--- config.mk ---
export PLATFORM = sky130hd
export DESIGN_NAME = vga_sync_gen
export DESIGN_NICKNAME = d
export VERILOG_FILES = /design/src/rtl/vga_sync_gen.sv
export SDC_FILE = /design/constraint.sdc
export NUM_CORES = 1
export LEC_CHECK = 0
export CORE_ASPECT_RATIO = 1.5
export CORE_MARGIN = 2
export CORE_UTILIZATION = 56
export CTS_CLUSTER_SIZE = 28
export DETAILED_ROUTE_END_ITERATION = 6
export PLACE_DENSITY = 0.82
export SLEW_MARGIN = 20
export SYNTH_ARGS = -nofsm -noshare
export SYNTH_HDL_FRONTEND = slang
export SYNTH_SLANG_ARGS = --single-unit
--- constraint.sdc ---
create_clock -name CLOCK_25 -period 3.4 [get_ports CLOCK_25]
set_input_delay 0.51 -clock CLOCK_25 [delete_from_list [all_inputs] [get_ports CLOCK_25]]
set_output_delay 0.51 -clock CLOCK_25 [all_outputs]
set_load 0.01 [all_outputs]
--- src/rtl/vga_sync_gen.sv ---
// rtl/vga_sync_gen.sv - 640x480@60 VGA raster timing: sync pulses, 1-based pixel coordinates, frame tick
// Outputs are registered from the next-state counters so every output lines up with the counter edge.
module vga_sync_gen #(
  parameter int H_ACTIVE = 640,
  parameter int H_FP     = 16,
  parameter int H_SYNC   = 96,
  parameter int H_BP     = 48,
  parameter int V_ACTIVE = 480,
  parameter int V_FP     = 10,
  parameter int V_SYNC   = 2,
  parameter int V_BP     = 33,
  parameter int COORD_W  = 12
) (
  input  logic               CLOCK_25,
  input  logic               RESET,
  output logic [COORD_W-1:0] x,
  output logic [COORD_W-1:0] y,
  output logic               active,
  output logic               hsync,
  output logic               vsync,
  output logic               frame_tick
);

  localparam int H_TOTAL = H_ACTIVE + H_FP + H_SYNC + H_BP;
  localparam int V_TOTAL = V_ACTIVE + V_FP + V_SYNC + V_BP;

  localparam logic [COORD_W-1:0] C_ONE      = COORD_W'(1);
  localparam logic [COORD_W-1:0] C_H_LAST   = COORD_W'(H_TOTAL - 1);
  localparam logic [COORD_W-1:0] C_V_LAST   = COORD_W'(V_TOTAL - 1);
  localparam logic [COORD_W-1:0] C_H_ACT    = COORD_W'(H_ACTIVE);
  localparam logic [COORD_W-1:0] C_V_ACT    = COORD_W'(V_ACTIVE);
  localparam logic [COORD_W-1:0] C_HS_START = COORD_W'(H_ACTIVE + H_FP);
  localparam logic [COORD_W-1:0] C_HS_END   = COORD_W'(H_ACTIVE + H_FP + H_SYNC);
  localparam logic [COORD_W-1:0] C_VS_START = COORD_W'(V_ACTIVE + V_FP);
  localparam logic [COORD_W-1:0] C_VS_END   = COORD_W'(V_ACTIVE + V_FP + V_SYNC);

  if (H_TOTAL >= (1 << COORD_W)) begin : g_h_total_too_wide
    $error("vga_sync_gen: H_TOTAL does not fit in COORD_W bits");
  end
  if (V_TOTAL >= (1 << COORD_W)) begin : g_v_total_too_wide
    $error("vga_sync_gen: V_TOTAL does not fit in COORD_W bits");
  end

  logic [COORD_W-1:0] r_h_cnt;
  logic [COORD_W-1:0] r_v_cnt;
  logic [COORD_W-1:0] r_x;
  logic [COORD_W-1:0] r_y;
  logic               r_active;
  logic               r_hsync;
  logic               r_vsync;
  logic               r_frame_tick;

  logic [COORD_W-1:0] w_h_nxt;
  logic [COORD_W-1:0] w_v_nxt;
  logic               w_active;
  logic [COORD_W-1:0] w_x;
  logic [COORD_W-1:0] w_y;
  logic               w_hsync;
  logic               w_vsync;
  logic               w_frame_tick;

  always_comb begin
    w_h_nxt = r_h_cnt + C_ONE;
    w_v_nxt = r_v_cnt;
    if (r_h_cnt == C_H_LAST) begin
      w_h_nxt = '0;
      w_v_nxt = (r_v_cnt == C_V_LAST) ? '0 : r_v_cnt + C_ONE;
    end

    // Decode from the next counter values so the registered outputs describe the same position as the counters
    w_active     = (w_h_nxt < C_H_ACT) && (w_v_nxt < C_V_ACT);
    w_x          = w_active ? w_h_nxt + C_ONE : '0;
    w_y          = w_active ? w_v_nxt + C_ONE : '0;
    w_hsync      = !((w_h_nxt >= C_HS_START) && (w_h_nxt < C_HS_END));
    w_vsync      = !((w_v_nxt >= C_VS_START) && (w_v_nxt < C_VS_END));
    w_frame_tick = (w_h_nxt == '0) && (w_v_nxt == C_V_ACT);
  end

  always_ff @(posedge CLOCK_25) begin
    if (RESET) begin
      r_h_cnt      <= '0;
      r_v_cnt      <= '0;
      r_x          <= C_ONE;
      r_y          <= C_ONE;
      r_active     <= 1'b1;
      r_hsync      <= 1'b1;
      r_vsync      <= 1'b1;
      r_frame_tick <= 1'b0;
    end else begin
      r_h_cnt      <= w_h_nxt;
      r_v_cnt      <= w_v_nxt;
      r_x          <= w_x;
      r_y          <= w_y;
      r_active     <= w_active;
      r_hsync      <= w_hsync;
      r_vsync      <= w_vsync;
      r_frame_tick <= w_frame_tick;
    end
  end

  assign x          = r_x;
  assign y          = r_y;
  assign active     = r_active;
  assign hsync      = r_hsync;
  assign vsync      = r_vsync;
  assign frame_tick = r_frame_tick;

endmodule
-- Yosys cells after proc, flatten, opt, wreduce, memory -nomap -nowiden
Index checks and enable logic that the tools add are counted.
- register bits: 52
- input bits: 2
- output and inout port bits: 28
- word-level logic and storage cells: 37
- add/sub/neg operators: 4
- order comparisons: 6
- equality and inequality tests: 3
- multiplexer cells: 5
- bitwise logic cells: 1
- reductions and logical operators: 8
- operator list (operator ; count):
    adder 12 x 1 -> 12 bit (second input constant) ; 4
    2-to-1 mux 12 bit ; 3
    == test 12 x 10 -> 1 bit (second input constant) ; 2
    < comparator 12 x 10 -> 1 bit (second input constant) ; 2
    < comparator 12 x 9 -> 1 bit (second input constant) ; 2
    == test 12 x 9 -> 1 bit (second input constant) ; 1
    greater-or-equal comparator 12 x 10 -> 1 bit (second input constant) ; 1
    greater-or-equal comparator 12 x 9 -> 1 bit (second input constant) ; 1
    zero test 12 bit ; 1
    logical AND 1 bit ; 4
    zero test 1 bit ; 2
    2-to-1 mux 1 bit ; 2
    OR reduction 2 bit ; 1
    NOT 1 bit ; 1

-- Logic depth before layout (Yosys ltp)
- word-level depth: 7
- gate-level depth with buffers: 13
- mapped depth without buffers: 13

-- Worst setup path after synthesis
Ideal clock, no wire load.
- kind: register -> register
- from: register r_h_cnt[7]
- to: register r_vsync, in the netlist vsync
- library setup time: 0.134 ns
- arrival: 2.507 ns
- required time: 3.266 ns
- slack: 0.759 ns
- cell stages (with the launch flop): 8
- path buffers: 1
- clock period less this slack: 2.641 ns
- cells stage by stage: dfxtp_1 > or4b_1 > buf_4 > nor4_2 > mux2i_1 > and3_1 > nand2b_1 > or4_1
- word-level cells in the longest chain between the ends: 5
- elaborated cells between the ends (all ways): 6
- classes of those cells: order compare: 2; eq/ne: 1; mux: 1; reduce/logical: 2
- ends and longest elaborated chain (what ; line ; RTL):
    start: declaration ; 44 ; logic [COORD_W-1:0] r_h_cnt;
    start signal: assignment ; 90 ; r_h_cnt <= w_h_nxt;
    == test 12 x 10 -> 1 bit * ; 65 ; if (r_h_cnt == C_H_LAST) begin
    2-to-1 mux 12 bit * ; 65 ;
    greater-or-equal comparator 12 x 9 -> 1 bit or < comparator 12 x 9 -> 1 bit (tied branches) ; 75 ; w_vsync = !((w_v_nxt >= C_VS_START) && (w_v_nxt < C_VS_END));
    logical AND 1 bit * ; 75 ;
    zero test 1 bit * ; 75 ;
    end signal: assignment ; 96 ; r_vsync <= w_vsync;
    end: declaration ; 50 ; logic r_vsync;
Every way passes the cells marked *; elsewhere a longest branch is shown, timed or not.
A chain may end at the register's enable or synchronous reset.

-- Final worst setup path
- from: register r_h_cnt[0]
- to: register r_y[0], in the netlist y[0]
- word-level cells in the longest chain between the ends: 5
- elaborated cells between the ends (all ways): 9
- classes of those cells: add/sub: 2; order compare: 2; eq/ne: 1; mux: 3; reduce/logical: 1
- ends and longest elaborated chain (what ; line ; RTL):
    adder 12 x 1 -> 12 bit or == test 12 x 10 -> 1 bit (tied branches) ; 63, 65 ;
    2-to-1 mux 12 bit ; 65 ;
    < comparator 12 x 10 -> 1 bit or < comparator 12 x 9 -> 1 bit (tied branches) ; 71 ; w_active = (w_h_nxt < C_H_ACT) && (w_v_nxt < C_V_ACT);
    logical AND 1 bit ; 71 ;
    2-to-1 mux 1 bit * ; 73 ; w_y = w_active ? w_v_nxt + C_ONE : '0;
    end signal: assignment ; 93 ; r_y <= w_y;
    end: declaration ; 47 ; logic [COORD_W-1:0] r_y;
Marks and branches as above.

==> impl_metrics.yaml <==
setup_path:
  crit_buf_inv: 1
  worstSetupEndpointType: "flip-flop"
  crit_family: "compound AO/OA/AOI/OAI gates"
  reg2regPathDepth: 8
  worstPathRequired_ns: 3.60
  cp_slowest_cell: "dfxtp_1"
  cp_data_arrival_time_ns: 3.21
  critPathKind: "reg2reg"
  worstPathMaxFanout: 10
  crit_chain: "ha_1 -> nand3_1 -> nor3_2 -> mux2_2 -> o21ai_0 -> o211ai_1 -> buf_4 -> o31ai_1"
  r2r-start: "r_h_cnt[0]"
  start_kind: "flip-flop"
  reg2reg_to: "y[0]"
  r2r_slack_ns: 0.39
  max_stage_delay_ns: 0.51
synthesis:
  ys.flop_type: "dfxtp_1"
  synth.distinct_cells: 56
  ys_warn_count: 0
  async_flop_share: 0
  syn_area_um2: 2821
  synth-seq-area-share: 0.3690
  synthCells: 321
  synth_seq_cells: 52
  synth.avg_cell_area_um2: 8.790
  synth_edf_count: 0
place:
  dpl_cell_area_um2: 3173
  hpwl_mm: 5.317
  portBuffers: 29
  gp_congestion: 0.9952
clock_tree:
  clkTransAtPathRegs_ns: 0.09
  ctsRootBufferMaster: "clkbuf_8"
  cts_buffer_depth: 2
  cts_hold_buffers: 0
  clk_latency_ns: 0.30
  cts.sinks: 52
  tritoncts: "done"
  cts_buffers: 5
  h-tree-depth: 2
floorplanning:
  fp.dieW_um: 61.96
  dieArea_um2: 5634
  dieHeight_um: 90.94
  io_pins: 30
  core_area_um2: 4848
  num_rows: 31
  initial_utilization: 0.5819
sta:
  fin_crit_sh: 0.8856
  finalSetupTns_ns: 0
  setup_viol_count_final: 0
  rsz0062_at_grt: "false"
  worst_pin_slew_ns: 0.7389
  finalCriticalPeriod_ns: 3.011
  fin_skew_ns: 0.006655
  timing.slew.headroom: 0.5074
  slew_violations: 0
  hold_violations: 0
  hold_ws_ns: 0.6023
  max_freq_mhz: 332.1
power:
  peakVddDrop_mv: 0.1594
  leakagePower_nw: 1.140
  powerDensity_nw_per_um2: 318.8
layout:
  diodes: 0
  synthToLayoutAreaGrowth_pct: 15.83
  final_area_um2: 3268
  final_nets: 356
  drive_gt1_frac: 0.1261
detailed_routing:
  detail_route.vias_per_cell: 6.094
  dr.pass1.iters: 4
  drtIter0Drc: 182
  detail-route-antenna-nets: 0
  wl_per_cell_um: 16.96
  routed_wl_mm: 7.040
  drcViolationCount: 0
  vias: 2529
worst_hold_path:
  min_path_cells: 2
  whs_endpoint: "r_v_cnt[11]"
  min_from: "r_v_cnt[11]"
  hp-class: "reg2reg"
global_routing:
  grt_overflow: 0
  busiest_layer: "met2"
  grt_pass1_wl_mm: 11.74
  grt_use_total: 0.2786
  met2_usage: 0.4410
  grt_use_met3: 0.04131
  grt_use_met1: 0.3123
  grt_max_degree: 23
  antenna_found_initial: 0
  first_global_vias: 2485
run:
  maxCapViolations: 0
status:
  status: "completed"
[worst max path at each step]
stage                          start  endpoint  slack [ns]  depth (start not counted)
after floorplan           r_h_cnt[7]     vsync        0.76                          7
after global placement    r_h_cnt[0]      y[0]        0.43                          8
after detailed placement  r_h_cnt[0]      y[0]        0.32                          8
after CTS                 r_h_cnt[0]      y[0]        0.28                          8
after global routing      r_h_cnt[0]      y[0]        0.11                          8
final                     r_h_cnt[0]      y[0]        0.39                          8
[repair_timing]
action,in CTS,in global routing
resized for setup,0,1
setup endpoints to repair,0,1
buffers inserted,0,0
[metal layers]
layer / vias to the layer above / routed length, um
met3: 42 / 335
met5: - / 0
met1: 1165 / 2553
met4: 0 / 655
li1: 1217 / -
met2: 105 / 3495
[power breakdown]
part	switching, mW	total (mW)	leakage [nW]	internal [mW]
Sequential	0.00794	0.627	0.422	0.619
Clock	0.193	0.359	0.0455	0.166
Combinational	0.0301	0.0559	0.673	0.0259
[per-stage QoR]
step / cells / utilization / total power [mW] / worst slack [ns]
6_report: 415 / 0.6741 / 1.042 / 0.3889
5_1_grt: 415 / 0.6741 / 1.081 / 0.1090
4_1_cts: 415 / 0.6730 / 1.049 / 0.2776
3_5_place_dp: 407 / 0.6545 / 0.6976 / 0.3214
3_3_place_gp: 407 / 0.6545 / 0.6955 / 0.4313
2_1_floorplan: 325 / - / 0.6747 / 0.7589
[layout by cell type, fill, tap and decap left out, types with 4 or more instances in the layout]
master and instances:
dfxtp_1 52, nand3_1 19, nand2_1 17, or3_1 5, clkbuf_8 6, a21oi_1 6, conb_1 5, nor4_2 7
o21ai_0 6, clkdlybuf4s50_1 29, xnor2_1 12, buf_4 10, and3_1 5, inv_1 12, nor3_1 24, a31oi_1 7
xor2_1 14, nand4_1 13, ha_1 6, o31ai_1 4, nor2_1 26, nor4_1 6, and2_1 4
[sequential cells by signal, indices dropped and copies added, names as in the netlist]
register and count:
active 1, r_h_cnt 12, r_v_cnt 12, y 12, vsync 1, x 12, hsync 1, frame_tick 1
[tightest hold or removal path, delay by kind of cell, from the launching register on]
kind	cells	cell delay, ns
XOR/XNOR	1	0.09
flip-flops	1	0.41
AND/OR/NAND/NOR	1	0.07
[cell families (layout without fill, tap and decap cells)]
| kind of cell | after synthesis | after routing | share of synthesized area |
|---|---|---|---|
| adders and majority gates | 6 | 6 | 0.02661 |
| AOI/OAI and AO/OA | 46 | 46 | 0.1215 |
| DFF | 52 | 52 | 0.3690 |
| and+or+nand+nor | 150 | 150 | 0.3268 |
| xor gates and xnor gates | 26 | 26 | 0.08071 |
| buffers and inverters | 35 | 59 | 0.05543 |
| other | 1 | 5 | 0.001329 |
| muxes | 5 | 5 | 0.01863 |
[synth_stat cells, types with 7 or more instances]
master | instances | share of area
buf_2 | 11 | 0.020
xnor2_1 | 12 | 0.037
nor2_1 | 26 | 0.035
nand3_1 | 19 | 0.034
nand4_1 | 13 | 0.029
nor3_1 | 25 | 0.044
nand2_1 | 17 | 0.023
dfxtp_1 | 52 | 0.37
inv_1 | 12 | 0.016
a31oi_1 | 7 | 0.016
xor2_1 | 14 | 0.043
nor4_2 | 7 | 0.031
clkbuf_1 | 10 | 0.013
[final cells by class]
type	count	area, um^2
clock buffer	8	90.09
fill	422	1580
inverter	12	45.04
multi-input combinational	238	1644
sequential	52	1041
tap	66	82.58
timing repair buffer	39	365.4
Power figures use the tool's default switching activity.
==> RTL change 1: new RTL, config.mk and constraints unchanged <==
The output `y` loses its register stage (`r_y` becomes a continuous assignment).
--- a/src/rtl/vga_sync_gen.sv
+++ b/src/rtl/vga_sync_gen.sv
@@ -81,7 +81,6 @@
       r_h_cnt      <= '0;
       r_v_cnt      <= '0;
       r_x          <= C_ONE;
-      r_y          <= C_ONE;
       r_active     <= 1'b1;
       r_hsync      <= 1'b1;
       r_vsync      <= 1'b1;
@@ -90,13 +89,14 @@
       r_h_cnt      <= w_h_nxt;
       r_v_cnt      <= w_v_nxt;
       r_x          <= w_x;
-      r_y          <= w_y;
       r_active     <= w_active;
       r_hsync      <= w_hsync;
       r_vsync      <= w_vsync;
       r_frame_tick <= w_frame_tick;
     end
   end
+
+  assign r_y = w_y;
 
   assign x          = r_x;
   assign y          = r_y;
Formal check against the unedited RTL: same outputs for any inputs over 10 cycles, from zero or initial values and one cycle with RESET high; that may be too few to reach the edited logic, so the function may still have changed.
==> RTL change 1 against the unedited design <==
- the run now ends with negative setup slack left
- register-to-register slack lost 180 ps
- sequential share of layout area shrank 7.8 points
- count of clock-buffer cells in the layout decreased by 2
- total power is 12% lower
- core utilization up 16 points
- setup slack got worse by 440 ps
- die area down 15%
- area after synthesis down 16%
- wire length grew 23%
- cell count down 0.24%
- sequential power is 23% lower
- design area increased by 2.5%
- non-clock buffer count rose by 55
- sequential cell count decreased by 12
- largest cell class unchanged
- largest power group unchanged
- highest routed layer unchanged
==> RTL change 1: results <==
yosys:
  syn_area_per_cell_um2: 8.402
  synth_fa_ha_area_share_pct: 3.180
  synth_commonest_cells: "40 x dfxtp_1, 23 x nand2_1, 20 x nor2_1"
  synthTopCellsByArea: "dfxtp_1 34%, xor2_1 4.8%, xnor2_1 4.5%, nor3_1 3.8%, nor4_1 3.7%"
  synthDistinctLibCells: 59
  synth_top_family_by_area: "simple AND/OR/NAND/NOR gates"
  ys_warn_count: 0
  seq_area_frac_synth_pct: 33.92
  synth_async_sr_flop_share_pct: 0
  synth_compound_area_share_pct: 14.89
  synth_mux_area_share_pct: 0.4240
  synth_xor_area_share_pct: 9.274
routing:
  wl_per_cell_um: 20.84
  drt-initial-drc-count: 175
  vias: 2693
  dr.pass1.iters: 5
power_and_ir_drop:
  peakVddDrop_v: 0.0003207
  pwr-share-comb_pct: 9.2
  power_switching_uw: 241.5
  cellLeakagePower_nw: 1.321
  p_seq_uw: 482
  seqPwrFrac_pct: 52.4
cts:
  htree_levels: 2
  cts_buffers: 5
  clk_pin_slew_ps: 80
timing:
  finalWorstSetupSlack_ps: -47.50
  finalClockSkew_ps: 10.79
  finalSetupViolCount: 3
  fin_tns_setup_ps: -75.36
  worst_slew_pin_slew_ps: 792.2
outcome:
  violations: "negative setup slack"
  status: "complete, but fails checks"
placed_design:
  gp_congestion: 0.9141
  place_hpwl_um: 5294
  dp.cells: 395
  port_buffers: 26
  place_area_um2: 3033
  place_ws_ps: -207.2
floorplanning:
  core_um2: 3994
min_path:
  hp-start: "r_h_cnt[0]"
  worst_hold_path_type: "register to register"
global_route:
  grt_pass1_wl_um: 12990
  grt_max_degree: 30
  antenna_found_initial: 0
  track_usage_pct: 34.99
critical_path:
  crit_arrival_ps: 2940
  cp_max_fo: 5
  path_class: "register to output port"
  worstReg2RegStart: "r_h_cnt[6]"
final_layout:
  nets: 376
  drive_gt1_share_pct: 35.23
  final_cells: 414
  n_fill_cell: 214
[RTL change 1: changes by cell type in the layout (fill, tap and decap cells not counted), moves of 6 or more]
| cell | delta |
|---|---|
| dfxtp_1 | -17 |
| nand3_1 | -9 |
| nor3_1 | -7 |
| clkdlybuf4s50_1 | -12 |
| nand2_1 | +6 |
| nor2_1 | -6 |
| buf_4 | +57 |
[RTL change 1: cell type report]
| class | count | area [um^2] | area share, % |
|---|---|---|---|
| flip-flops and latches | 40 | 807.0 | 24.09 |
| clock inverters | 2 | 15.01 | 0.4481 |
| multi-input cells | 216 | 1613 | 48.13 |
| clock buffers | 6 | 82.58 | 2.465 |
| well taps | 45 | 56.30 | 1.680 |
| inverters | 11 | 41.29 | 1.232 |
| repair buffers | 94 | 735.7 | 21.96 |
[RTL change 1: repair_timing]
item                       CTS  global route
pin swaps                   10            10
resized for setup           37            33
buffers inserted             8             3
hold buffers                 0             0
setup endpoints to repair    9             9
[RTL change 1: routing by layer]
layer	track usage [%]	vias to the layer above	part of all wire, %
met5	0	-	0
met4	21.99	0	8.3
met3	6.047	72	6.6
met2	65.10	173	53
met1	33.95	1242	32
li1	-	1206	-
[RTL change 1: worst paths after layout]
check          endpoint  slack [ps]  depth (start not counted)
min          r_h_cnt[0]         600                          2
min reg2reg  r_h_cnt[0]         600                          2
max reg2reg  frame_tick         210                         10
max                y[6]         -50                          9
[RTL change 1: worst max-delay path, cell delays in order (launching register included)]
cell and delay, ps:
dfxtp_2 330, or4_4 550, buf_4 200, o41ai_4 370
o211a_1 300, nor3b_4 70, buf_4 140, a31o_2 240
a211oi_2 250, buf_2 180
==> RTL change 2: new RTL, same flow settings <==
Made on the original files. Set the parameter `V_FP` to 9 (it was 10).
--- a/src/rtl/vga_sync_gen.sv
+++ b/src/rtl/vga_sync_gen.sv
@@ -6,7 +6,7 @@
   parameter int H_SYNC   = 96,
   parameter int H_BP     = 48,
   parameter int V_ACTIVE = 480,
-  parameter int V_FP     = 10,
+  parameter int V_FP     = 9,
   parameter int V_SYNC   = 2,
   parameter int V_BP     = 33,
   parameter int COORD_W  = 12
Formal check against the unedited RTL: same outputs for any inputs over 10 cycles, from zero or initial values and one cycle with RESET high; that may be too few to reach the edited logic, so the function may still have changed.
==> RTL change 2 against the unedited design <==
- critical path depth decreased by 2
- area after synthesis decreased by 2.2%
- via count shrank 8.2%
- fmax up 2.3%
- wire length down 13%
- setup slack better by 67 ps
- design area shrank 2.4%
- sequential cell count unchanged
- total power increased by 2.1%
- critical endpoint is now x[9]
- highest routed layer unchanged
==> RTL change 2: results <==
final_layout:
  n_fill_cell: 407
  nClkBuffers: 7
  antenna_cells: 0
  drive_gt1_share_pct: 12.05
  n_all_inverters: 14
  clock_area_share_pct: 2.941
  comb.multi_input.count: 223
  signal_buffers: 35
  nets: 340
  nonClkBufAreaFrac_pct: 10.51
  multi_input_area_share_pct: 49.69
  fin_util_pct: 66.88
yosys:
  synth_xor_area_share_pct: 9.202
  synthTopCellsByArea: "dfxtp_1 38%, xnor2_1 5.7%, nor3_2 3.6%, nor2_1 3.5%, xor2_1 3.5%"
  synth_commonest_cells: "52 x dfxtp_1, 26 x nor2_1, 18 x xnor2_1"
  synthCells: 301
  seq_area_frac_synth_pct: 37.72
  synth_mux_area_share_pct: 0.7706
  synth_fa_ha_area_share_pct: 3.173
global_route:
  met1_usage_pct: 27.11
  track_usage_pct: 24.57
  grt_use_met2_pct: 41.58
  use_met3_pct: 3.597
  grt_pass1_vias: 2227
  grt_max_degree: 25
  grt_pass1_wl_um: 10230
routing:
  wl_met3_um: 244
  wl_met1_um: 2269
  drt-initial-drc-count: 120
  vias_per_cell: 5.834
  wl_met2_um: 3245
  finalWirelength_um: 6133
flow_run:
  drv_cap: 0
timing:
  finalClockSkew_ps: 8.651
  worst_slew_pin_slew_ps: 740.9
power_and_ir_drop:
  switching_share_pct: 23.01
  cellLeakagePower_nw: 1.083
  seqPwrFrac_pct: 59.1
outcome:
  status: "finished clean"
critical_path:
  cp_max_fo: 19
cts:
  cts-resized-gates: 0
placed_design:
  dp.cells: 390
  place_area_um2: 3097
  gp_congestion: 0.9850
  place_hpwl_um: 4647
  place_ws_ps: 485.2
floorplanning:
  die_area_um2: 5518
==> RTL change 2: logic make-up after synthesis <==
group,after synthesis
compound gates,42
other cells,1
simple gates,138
buf+inv,30
mux,2
fa+ha+maj,7
xor+xnor,29
flops,52
==> RTL change 2: final timing paths <==
check | from | to | slack (ps) | depth (start not counted)
hold reg to reg | r_h_cnt[0] | r_h_cnt[0] | 530 | 1
setup / recovery | r_h_cnt[5] | x[9] | 460 | 6
setup reg to reg | r_h_cnt[5] | x[9] | 460 | 6
hold / removal | r_h_cnt[0] | r_h_cnt[0] | 530 | 1
==> RTL change 2: worst max-delay path, stage by stage (launching register included) <==
cell and delay [ps]:
dfxtp_1 380, or4b_4 640, o311ai_0 430, nand3_1 330
o21ai_0 430, o211ai_4 320, nor4_2 320
